<file path="src/rtl/vector_mem_sequencer_if.sv">
// vector_mem_sequencer_if: op, data-port and register-file write bundle of the vector memory sequencer.
interface vector_mem_sequencer_if #(
    parameter int LANES  = 4,
    parameter int ADDR_W = 8,
    parameter int DATA_W = 32
) ();
    localparam int LW = $clog2(LANES);
    logic                    op_valid;
    logic                    op_ready;
    logic                    op_store;
    logic [ADDR_W-1:0]       op_base;
    logic [3:0]              op_reg;
    logic [LANES*DATA_W-1:0] store_vec;
    logic                    mem_req;
    logic                    mem_we;
    logic [ADDR_W-1:0]       mem_addr;
    logic [DATA_W-1:0]       mem_wdata;
    logic                    mem_gnt;
    logic [DATA_W-1:0]       mem_rdata;
    logic                    rf_we;
    logic [3:0]              rf_waddr_r;
    logic [LW-1:0]           rf_waddr_c;
    logic [DATA_W-1:0]       rf_wdata;
    logic                    pc_stall;
    logic [LW-1:0]           lane;
    logic                    done;
    modport master (
        input  op_valid, op_store, op_base, op_reg, store_vec, mem_gnt, mem_rdata,
        output op_ready, mem_req, mem_we, mem_addr, mem_wdata,
               rf_we, rf_waddr_r, rf_waddr_c, rf_wdata, pc_stall, lane, done
    );
    modport slave (
        output op_valid, op_store, op_base, op_reg, store_vec, mem_gnt, mem_rdata,
        input  op_ready, mem_req, mem_we, mem_addr, mem_wdata,
               rf_we, rf_waddr_r, rf_waddr_c, rf_wdata, pc_stall, lane, done
    );
endinterface

</file>
<file path="src/rtl/vector_mem_sequencer.sv">
// vector_mem_sequencer: walks the lanes of one vector load/store over a 32-bit data port.
module vector_mem_sequencer #(
    parameter int LANES  = 4,
    parameter int ADDR_W = 8,
    parameter int DATA_W = 32
) (
    input logic                    clk,
    input logic                    reset,
    vector_mem_sequencer_if.master bus
);
    localparam int LW = $clog2(LANES);
    typedef enum logic [1:0] {IDLE, ISSUE, RDWAIT, DONE} state_t;
    state_t                  state;
    logic [LW-1:0]           idx;
    logic                    st;
    logic [ADDR_W-1:0]       base;
    logic [3:0]              rg;
    logic [LANES*DATA_W-1:0] vec;
    wire last  = idx == LW'(LANES - 1);
    wire issue = state == ISSUE;
    wire rdw   = state == RDWAIT;
    always_ff @(posedge clk or negedge reset) begin
        if (!reset) begin
            state <= IDLE;
            idx   <= '0;
            st    <= 1'b0;
            base  <= '0;
            rg    <= '0;
            vec   <= '0;
        end else begin
            case (state)
                IDLE: if (bus.op_valid) begin
                    st    <= bus.op_store;
                    base  <= bus.op_base;
                    rg    <= bus.op_reg;
                    vec   <= bus.store_vec;
                    idx   <= '0;
                    state <= ISSUE;
                end
                ISSUE: if (bus.mem_gnt) begin
                    if (!st) state <= RDWAIT;
                    else if (last) state <= DONE;
                    else idx <= idx + 1'b1;
                end
                RDWAIT: begin
                    state <= last ? DONE : ISSUE;
                    if (!last) idx <= idx + 1'b1;
                end
                DONE: begin
                    idx   <= '0;
                    state <= IDLE;
                end
                default: state <= IDLE;
            endcase
        end
    end
    // Outputs decode straight from the registered state so an async reset clears them at once.
    assign bus.op_ready   = state == IDLE;
    assign bus.mem_req    = issue;
    assign bus.mem_we     = issue & st;
    assign bus.mem_addr   = issue ? base + ADDR_W'(idx) : '0;
    assign bus.mem_wdata  = issue ? vec[DATA_W*idx +: DATA_W] : '0;
    assign bus.rf_we      = rdw;
    assign bus.rf_waddr_r = rdw ? rg : '0;
    assign bus.rf_waddr_c = rdw ? idx : '0;
    assign bus.rf_wdata   = rdw ? bus.mem_rdata : '0;
    assign bus.pc_stall   = (state == IDLE && bus.op_valid) || issue || rdw;
    assign bus.lane       = idx;
    assign bus.done       = state == DONE;
endmodule

</file>
<file path="src/flat_wrapper.sv">
// flat-port wrapper written by rule: the top's interface ports become plain ports
module vector_mem_sequencer_flat 
#(
    parameter int LANES  = 4,
    parameter int ADDR_W = 8,
    parameter int DATA_W = 32
)
  (clk, reset, bus_op_valid, bus_op_store, bus_op_base, bus_op_reg, bus_store_vec, bus_mem_gnt, bus_mem_rdata, bus_op_ready, bus_mem_req, bus_mem_we, bus_mem_addr, bus_mem_wdata, bus_rf_we, bus_rf_waddr_r, bus_rf_waddr_c, bus_rf_wdata, bus_pc_stall, bus_lane, bus_done);
  vector_mem_sequencer_if #(.LANES(LANES), .ADDR_W(ADDR_W), .DATA_W(DATA_W)) bus_i ();
  input logic clk;
  input logic reset;
  input wire logic [$bits(bus_i.op_valid)-1:0] bus_op_valid;
  input wire logic [$bits(bus_i.op_store)-1:0] bus_op_store;
  input wire logic [$bits(bus_i.op_base)-1:0] bus_op_base;
  input wire logic [$bits(bus_i.op_reg)-1:0] bus_op_reg;
  input wire logic [$bits(bus_i.store_vec)-1:0] bus_store_vec;
  input wire logic [$bits(bus_i.mem_gnt)-1:0] bus_mem_gnt;
  input wire logic [$bits(bus_i.mem_rdata)-1:0] bus_mem_rdata;
  output wire logic [$bits(bus_i.op_ready)-1:0] bus_op_ready;
  output wire logic [$bits(bus_i.mem_req)-1:0] bus_mem_req;
  output wire logic [$bits(bus_i.mem_we)-1:0] bus_mem_we;
  output wire logic [$bits(bus_i.mem_addr)-1:0] bus_mem_addr;
  output wire logic [$bits(bus_i.mem_wdata)-1:0] bus_mem_wdata;
  output wire logic [$bits(bus_i.rf_we)-1:0] bus_rf_we;
  output wire logic [$bits(bus_i.rf_waddr_r)-1:0] bus_rf_waddr_r;
  output wire logic [$bits(bus_i.rf_waddr_c)-1:0] bus_rf_waddr_c;
  output wire logic [$bits(bus_i.rf_wdata)-1:0] bus_rf_wdata;
  output wire logic [$bits(bus_i.pc_stall)-1:0] bus_pc_stall;
  output wire logic [$bits(bus_i.lane)-1:0] bus_lane;
  output wire logic [$bits(bus_i.done)-1:0] bus_done;
  assign bus_i.op_valid = bus_op_valid;
  assign bus_i.op_store = bus_op_store;
  assign bus_i.op_base = bus_op_base;
  assign bus_i.op_reg = bus_op_reg;
  assign bus_i.store_vec = bus_store_vec;
  assign bus_i.mem_gnt = bus_mem_gnt;
  assign bus_i.mem_rdata = bus_mem_rdata;
  assign bus_op_ready = bus_i.op_ready;
  assign bus_mem_req = bus_i.mem_req;
  assign bus_mem_we = bus_i.mem_we;
  assign bus_mem_addr = bus_i.mem_addr;
  assign bus_mem_wdata = bus_i.mem_wdata;
  assign bus_rf_we = bus_i.rf_we;
  assign bus_rf_waddr_r = bus_i.rf_waddr_r;
  assign bus_rf_waddr_c = bus_i.rf_waddr_c;
  assign bus_rf_wdata = bus_i.rf_wdata;
  assign bus_pc_stall = bus_i.pc_stall;
  assign bus_lane = bus_i.lane;
  assign bus_done = bus_i.done;
  vector_mem_sequencer #(.LANES(LANES), .ADDR_W(ADDR_W), .DATA_W(DATA_W)) u_core (.clk(clk), .reset(reset), .bus(bus_i));
endmodule
</file>
<file path="config.mk">
export PLATFORM = sky130hd
export DESIGN_NAME = vector_mem_sequencer_flat
export DESIGN_NICKNAME = d
export VERILOG_FILES = /design/src/rtl/vector_mem_sequencer_if.sv /design/src/rtl/vector_mem_sequencer.sv /design/src/flat_wrapper.sv
export SDC_FILE = /design/constraint.sdc
export NUM_CORES = 1
export LEC_CHECK = 0
export BUFFER_PORTS_ARGS = -buffer_cell sky130_fd_sc_hd__buf_2
export CAP_MARGIN = 40
export CORE_ASPECT_RATIO = 0.9
export CORE_MARGIN = 4
export CORE_UTILIZATION = 53
export CTS_CLUSTER_SIZE = 8
export DETAILED_ROUTE_END_ITERATION = 10
export GPL_ROUTABILITY_DRIVEN = 0
export MAX_ROUTING_LAYER = met4
export PLACE_DENSITY = 0.94
export SLEW_MARGIN = 40
export SYNTH_ARGS = -nofsm -noshare
export SYNTH_HDL_FRONTEND = slang
export SYNTH_SLANG_ARGS = --single-unit
</file>
<file path="constraint.sdc">
create_clock -name clk -period 5 [get_ports clk]
set_input_delay 0 -clock clk [delete_from_list [all_inputs] [get_ports clk]]
set_output_delay 0 -clock clk [all_outputs]
set_load 0.03 [all_outputs]
</file>
* Word-level counts from Yosys, hierarchy flattened
Index checks and enable logic that the tools add are counted.
** Operators by class
- Bitwise gates (word level) :: 1
- Add/subtract/negate cells :: 2
- Reduce and logical (&&, ||, !) cells :: 7
- Mux-type cells :: 16
- Shift-type cells :: 1
- Eq/ne operators :: 8
** Operator list (count)
- $shiftx 128x8->32 :: 1
- $mux 32 :: 2
- $mux 2 :: 10
- $pmux 2 s4 :: 2
- $add 8x2->8 :: 1
- $mux 8 :: 1
- $eq 2x2->1 const B :: 3
- $reduce_and 3->1 :: 2
- $mux 4 :: 1
- $ne 2x2->1 const B :: 2
- $ne 3x3->1 const B :: 1
- $add 2x1->2 const B :: 1
- $eq 2x1->1 const B :: 1
- $logic_not 2->1 :: 1
- $logic_or 1x1->1 :: 2
- $ne 2x1->1 const B :: 1
- $reduce_and 2->1 :: 1
- $and 1x1->1 :: 1
- $logic_and 1x1->1 :: 1
** Word-level totals
- Bits of input ports :: 177
- Output and inout bits :: 86
- Register bits after elaboration :: 145
- Word-level logic and storage cells :: 41

* Logic depth before layout (Yosys ltp)
Gate-level depths: netlist of run 1.
- Depth in word-level cells :: 5
- Mapped depth :: 6
- Gate-level depth less buffers :: 5

* Worst setup path before layout of run 1
Ideal clock, no wire load.
- Kind :: reg2out
- Start :: reg u_core.idx[0], in the netlist u_core.bus.lane[0]
- End :: out bus_mem_addr[6]
- Path slack :: 2952 ps
- Cell stages (with the launch flop) :: 6
- Buffers on the path :: 0
- Data required time :: 5000 ps
- Data arrival time :: 2048 ps
- Path through :: dfrtp_1 ha_1 fa_1 inv_1 or3_2 a21oi_1
** Between the ends
- Word-level cells in the longest chain between the ends :: 2
** Ends and longest elaborated chain
- start: declaration :: RTL line vector_mem_sequencer.sv:14 : logic [LW-1:0] idx;
- start signal: assignment :: RTL line vector_mem_sequencer.sv:43 : else idx <= idx + 1'b1;
- start signal: assignment :: RTL line vector_mem_sequencer.sv:47 : if (!last) idx <= idx + 1'b1;
- $add 8x2->8 :: RTL line vector_mem_sequencer.sv:61 : assign bus.mem_addr = issue ? base + ADDR_W'(idx) : '0;
- $mux 8 :: RTL line vector_mem_sequencer.sv:61
- end: declaration :: RTL line flat_wrapper.sv:22 : output wire logic [$bits(bus_i.mem_addr)-1:0] bus_mem_addr;
No other way between the ends.

* Final worst setup path of run 1
- Start :: reg u_core.state[0]
- End :: out bus_pc_stall
** Between the ends
- Word-level cells in the longest chain between the ends :: 4
- Elaborated cells between the ends (all ways) :: 6
- Those cells by class :: eq/ne: 2; reduce/logical: 4
** Ends and longest elaborated chain
- start: declaration :: RTL line vector_mem_sequencer.sv:13 : state_t state;
- start signal: assignment :: RTL line vector_mem_sequencer.sv:46 : state <= last ? DONE : ISSUE;
- $logic_not 2->1 :: RTL line vector_mem_sequencer.sv:67 : assign bus.pc_stall = (state == IDLE && bus.op_valid) || issue || rdw;
- $logic_and 1x1->1 :: RTL line vector_mem_sequencer.sv:67
- $logic_or 1x1->1 :: RTL line vector_mem_sequencer.sv:67
- $logic_or 1x1->1 (*) :: RTL line vector_mem_sequencer.sv:67
- end: declaration :: RTL line flat_wrapper.sv:28 : output wire logic [$bits(bus_i.pc_stall)-1:0] bus_pc_stall;
Every way passes the cells marked *; elsewhere a longest branch is shown, timed or not.

==> results of run 1 <==
[report_power, final]
group	internal [uW]	leakage, uW	switching [uW]
Sequential	1790	0.00171	474
Clock	829	0.000306	488
Combinational	1460	0.00293	1510
[through the flow]
stage          util [%]  area, um^2
4_1_cts            81.4       10400
2_1_floorplan         -        6990
3_5_place_dp       65.5        8370
6_report           81.6       10400
3_3_place_gp       65.4        8370
5_1_grt            81.5       10400
[registers in the layout, summed over array words and instances (netlist names)]
name	flops
u_core.vec	128
u_core.state	2
u_core.rg	4
u_core.bus.lane	2
u_core.st	1
u_core.base	8
[cell usage after synthesis]
cell and number:
and3b_1 1, a221o_1 1, nand2_1 3, buf_2 18, ha_1 8, o22a_1 1, nand4_2 1, and2_1 73
buf_6 1, or3_1 2, buf_12 3, nor3_1 1, or2_2 1, fa_1 1, or4_1 2, a21oi_1 5
nor2_1 3, or3_2 1, o211ai_1 1, nand3_1 3, mux4_2 32, o21ai_0 3, mux2_2 142, o41a_1 1
dfrtp_1 145, a2111oi_0 1, a22o_1 1, o31ai_1 1, nor2b_1 2, xnor2_1 1, clkbuf_1 9, inv_1 7
xor2_1 1, nand2b_1 1
[logic make-up after synthesis]
group | Yosys count
flip-flops | 145
XOR/XNOR | 2
AND/OR/NAND/NOR | 94
AO/OA/AOI/OAI | 15
multiplexers | 174
buffers and inverters | 38
adder cells (fa/ha/maj) | 9
[layer usage]
metal | vias to the layer above | wire length, um | part of all wire, %
met5 | - | 0 | 0
met4 | 0 | 790 | 3.4
met3 | 76 | 1270 | 5.6
met2 | 255 | 12400 | 54
met1 | 2904 | 8410 | 37
li1 | 2515 | - | -
[area by class of cell]
| class | instances | area, um^2 |
|---|---|---|
| Clock inverter | 7 | 95.1 |
| Clock buffer | 25 | 526 |
| Fill cell | 649 | 2360 |
| Tap cell | 164 | 205 |
| Antenna cell | 2 | 5.00 |
| Sequential cell | 145 | 3640 |
| Multi-Input combinational cell | 294 | 3150 |
| Inverter | 7 | 26.3 |
| Timing Repair Buffer | 409 | 2780 |
[worst max-delay path by stage]
stage / from / end / slack, ns / cells after the start
after floorplan: u_core.bus.lane[0] / bus_mem_addr[6] / 2.95 / 5
after global placement: u_core.bus.lane[0] / u_core.state[1] / 2.57 / 5
after detailed placement: u_core.state[0] / u_core.vec[104] / 2.53 / 5
after CTS: u_core.bus.lane[0] / bus_mem_addr[6] / 2.18 / 6
after global routing: u_core.state[0] / bus_pc_stall / 2.12 / 6
final: u_core.state[0] / bus_pc_stall / 2.27 / 6
[critical path, delay by kind of cell (launching register included)]
kind          cells  cell delay (ns)
buf+inv           3             0.99
simple gates      2             0.58
flops             1             0.43
fa+ha+maj         1             0.28
[timing repair]
action                                 CTS  global route
hold buffers                           142             0
setup buffers                            0             0
endpoints found under the hold margin  223             0
==> impl_metrics.tcl, run 1 <==
set metrics [dict create \
    cp_slowest_stage_delay_ns 0.65 \
    grt_usage_pct 32.3 \
    yosysSeqAreaShare_pct 51.9 \
    fp.dieW_um 129 \
    crit_fanout 52 \
    clk_latency_ns 0.42 \
    synth_top_family_by_area "multiplexers" \
    h-tree-depth 4 \
    clock_skew_ns 0.0178 \
    root_buffer "clkbuf_16" \
    synth_area_leaders "dfrtp_1 52%, mux2_2 23%, mux4_2 10%" \
    regToRegSetupSlack_ns 2.45 \
    yosys_warnings 0 \
    grt_pass1_wl_mm 35.5 \
    crit_arrival_ns 2.73 \
    synthMuxAreaShare_pct 33.2 \
    fmax_mhz 367 \
    whs_endpoint "u_core.bus.lane[0]" \
    fin_setup_tns_ns 0 \
    drv_cap 0 \
    min_path_cells 4 \
    drt_iter0_markers 331 \
    areaGrowthSynthToFinish_pct 49.1 \
    timing.rr.end "u_core.base[6]" \
    grt_pass1_vias 6576 \
    numCtsBuffers 17 \
    finalMaxSlewViolations 0 \
    netlist.top_cell.by_area "dfrtp_1" \
    synth_top_cell_area_share_pct 51.9 \
    rows 39 \
    grt_use_met1_pct 35.1 \
    wl_mm 22.9 \
    hold_path_class "in2reg" \
    fin_crit_ns 2.73 \
    drive_above_1_share_pct 54.0 \
    path_cells "inv_1, ha_1, nand2_4, buf_4, nand2_1, buf_2" \
    max-vdd-ir-drop_uv 466 \
    postSynthAreaPerCell_um2 14.7 \
    stdcell_count 1053 \
    layout_commonest_cell "buf_2" \
    clk_pin_slew_ns 0.06 \
    setup_violations 0 \
    drc 0 \
    netlist_area_um2 6990 \
    nets 1060 \
    grt.busiest_layer "met2" \
    tightestPinTransition_ns 0.679 \
    power_uw 6550 \
    worst_ep_required_time_ns 5.00 \
    wire_per_inst_um 21.8 \
    ant_nets 0 \
    worstSetupPathType "reg2out" \
    placeableCoreArea_um2 12800 \
    min_from "bus_mem_gnt" \
    r2r_start "u_core.state[0]" \
    die_y_um 117 \
    relSlewSlack_pct 54.7 \
    fin_crit_sh_pct 54.5 \
    status "completed" \
    startpoint_type "flip-flop" \
    grt_util_met2_pct 57.1 \
    dp.final_hpwl_mm 12.5 \
    end_kind "primary output" \
    grt_use_met3_pct 7.85 \
    synth_cell_type_count 34 \
    cts_sinks 145 \
    cp_slowest_cell "buf_4" \
    cellPowerDensity_nw_per_um2 629 \
    grt_max_degree 84 \
    layout_common_cells "261 x buf_2, 143 x dfrtp_1, 142 x mux2_2, 142 x dlygate4sd3_1, 73 x and2_1" \
    timing.final.ws_setup_ns 2.27 \
    ys_seq_elements 145 \
    rsz0062_at_grt "false" \
    start_util_pct 54.7 \
    syn_inst 477 \
    gr-total-overflow 0 \
    clk_path_buf_depth 2 \
    place_ws_ns 2.53 \
    synth_simple_gate_area_share_pct 8.30 \
    num_io_pins 263 \
    cts_resized 0 \
    hold_viol_final 0 \
    r2r_cells 5 \
    io_buffers 262 \
    p_leak_uw 0.00495 \
    drtPass1Iterations 4 \
    antenna_found_initial 1 \
    synth_xor_area_share_pct 0.251 \
    via_per_inst 5.46 \
    dp_cells 877 \
    cts_tree "yes" \
    synthAdderAreaFrac_pct 1.72 \
    holdWs_ns 0.120 \
    synth_compound_area_share_pct 1.47 \
    dieArea_um2 15100 \
    vias 5750 \
    syn-num-nets 663 \
]
(Power assumes the default switching activity.)
==> run 2: changes to the inputs <==
- ABC_AREA: default -> 1
- CORE_UTILIZATION: 53 -> 51
- PLACE_DENSITY: 0.94 -> 0.9
- clock period: 5 -> 2.8 ns (I/O delays scaled with it)
==> run 2 against run 1 <==
Sequential power grew 74%; hold slack lost 0.091 ns; utilization shrank 3.8 points; total power grew 88%; largest power group unchanged; design area grew 6.4%; largest cell class unchanged; critical path depth shrank 1.
==> impl_metrics.tcl, run 2 <==
set metrics [dict create \
    status "completed" \
    met1_length_mm 9.31 \
    finalMaxSlewViolations 0 \
    wire_per_inst_um 19.4 \
    synth_most_common_cell "nor2_1" \
    rows 41 \
    fin_setup_tns_ns 0 \
    yosys_warnings 0 \
    grt_max_degree 107 \
    syn-num-nets 1006 \
    largest_reg_flops 128 \
    synth_ff_type "dfrtp_1" \
    areaGrowthSynthToFinish_pct 46.5 \
    placeableCoreArea_um2 14300 \
    synth_edf_count 0 \
    timing.final.ws_setup_ns 0.293 \
    tightestPinTransition_ns 0.694 \
    fin_crit_ns 2.51 \
    hold_path_class "in2async" \
    ant_nets 0 \
    dp_cells 1243 \
    regArea_um2 3630 \
    stdcell_count 1421 \
    relSlewSlack_pct 53.7 \
    setup_violations 0 \
    cts_sinks 145 \
    synth_cell_type_count 16 \
    netlist.top_cell.by_area "dfrtp_1" \
    grt_usage_pct 33.9 \
    cts_tree "yes" \
    grt_pass1_vias 8138 \
    n_fill_cell 837 \
    wl_mm 27.6 \
    fp.dieW_um 136 \
    drtPass1Iterations 6 \
    layout_commonest_cell "buf_2" \
    hold_viol_final 0 \
    crit_arrival_ns 2.51 \
    reg_top3 "u_core.vec (128), u_core.base (8), u_core.rg (4)" \
    via_per_inst 5.41 \
    antenna_found_initial 5 \
    synth_top_cell_area_share_pct 47.9 \
    clk_path_buf_depth 2 \
    max-vdd-ir-drop_uv 783 \
    syn_inst 820 \
    clk_latency_ns 0.42 \
    synth_area_leaders "dfrtp_1 48%, mux2_4 14%, nor2_1 8.6%" \
    worstSetupPathType "reg2out" \
    dieArea_um2 16900 \
    crit_fanout 33 \
    fmax_mhz 399 \
    holdWs_ns 0.0288 \
    layout_common_cells "261 x buf_2, 173 x nor2_1, 144 x dfrtp_1" \
    drt_iter0_markers 734 \
    grt_pass1_wl_mm 42.2 \
    start_util_pct 53.1 \
    num_io_pins 263 \
    met2_length_mm 13.8 \
    h-tree-depth 4 \
    drive_above_1_share_pct 34.0 \
    power_uw 12300 \
    clock_skew_ns 0.0101 \
    cp_slowest_cell "dfrtp_4" \
    dp.final_hpwl_mm 14.7 \
    numCtsBuffers 17 \
    path_cells "inv_1, buf_4, o21ai_0, a21oi_1, buf_2" \
    nets 1398 \
    die_y_um 124 \
    cp_slowest_stage_delay_ns 0.63 \
    postSynthAreaPerCell_um2 9.24 \
    fin_crit_sh_pct 89.5 \
    netlist_area_um2 7570 \
    ys_top_cells_by_count "173 x nor2_1, 145 x dfrtp_1, 129 x nand2_1" \
    max_flop_register "u_core.vec" \
    clk_pin_slew_ns 0.06 \
    worst_ep_required_time_ns 2.80 \
    rsz0062_at_grt "false" \
    yosysSeqAreaShare_pct 47.9 \
    place_ws_ns 0.767 \
    top_layer_used "met4" \
    io_buffers 262 \
    wl_met3_mm 2.39 \
    gr-total-overflow 0 \
    cellPowerDensity_nw_per_um2 1110 \
    p_leak_uw 0.00610 \
    multi_input_area_um2 3320 \
    root_buffer "clkbuf_16" \
    startpoint_type "flip-flop" \
    end_kind "primary output" \
    async_reset_ff_share_pct 100 \
    drc 0 \
    ys_seq_elements 145 \
    drv_cap 0 \
    vias 7693 \
]
[run 2: cell types whose count changed in the layout (fill, tap and decap cells not counted), sizes merged, moves of 3 or more]
cell,before,now
nor2,3,173
nand2,3,129
inv,8,92
and2,73,0
a21oi,5,70
o21ai,3,41
mux2,142,107
mux4,32,0
buf,266,279
clkbuf,26,20
diode,2,6
nand3,3,7
or3,3,0
[run 2: repair_timing]
item                                   in CTS  in global routing
endpoints found under the hold margin     246                  0
setup buffers                               0                  0
hold buffers                              142                  0
gates resized for setup                     0                  0
[run 2: kinds of logic after synthesis]
| group | count (synthesis) | synth area share, % |
|---|---|---|
| mux | 107 | 19.4 |
| flops | 145 | 47.9 |
| simple gates | 309 | 15.4 |
| buf+inv | 139 | 8.36 |
| fa+ha+maj | 9 | 1.59 |
| compound gates | 111 | 7.34 |
[run 2: final cells by class]
class                      count  share of cell area (%)
sequential                   145                    32.7
multi-input combinational    536                    29.9
timing repair buffer         421                    26.6
clock buffer                  20                    4.12
inverter                      91                    3.08
tap                          193                    2.18
clock inverter                 9                    1.20
antenna                        6                   0.135
[run 2: path summary, 6_finish.rpt]
kind | endpoint | cells past startpoint | slack [ns] | start
hold reg to reg | u_core.rg[3] | 1 | 0.51 | u_core.rg[3]
max in group asynchronous | u_core.vec[104] | 4 | 1.87 | reset
setup reg to reg | u_core.vec[78] | 5 | 0.68 | u_core.state[1]
hold / removal | u_core.vec[80] | 2 | 0.03 | reset
setup / recovery | bus_mem_wdata[21] | 5 | 0.29 | u_core.bus.lane[0]
min in group clk | u_core.state[1] | 5 | 0.08 | bus_mem_gnt
[run 2: per-layer routing]
| layer | GRT usage [%] | vias to the layer above |
|---|---|---|
| li1 | - | 3374 |
| met1 | 33.7 | 3534 |
| met2 | 56.9 | 582 |
| met3 | 9.45 | 203 |
| met4 | 25.9 | 0 |
| met5 | - | - |
[run 2: per-stage QoR]
step | utilization, % | instance area [um^2]
2_1_floorplan | - | 7570
3_3_place_gp | 63.4 | 9030
3_5_place_dp | 63.4 | 9040
4_1_cts | 77.5 | 11000
5_1_grt | 77.8 | 11100
6_report | 77.8 | 11100
[run 2: worst max-delay path, delay by kind of cell (launching register included)]
kind | cells | cell delay, ns
compound gates | 2 | 0.40
buf+inv | 3 | 1.03
flops | 1 | 0.63
[run 2: where the power goes]
group	total, uW	switching, uW	internal (uW)
Sequential	3930	773	3160
Clock	2330	899	1440
Combinational	6050	3570	2480
Total	12300	5240	7070
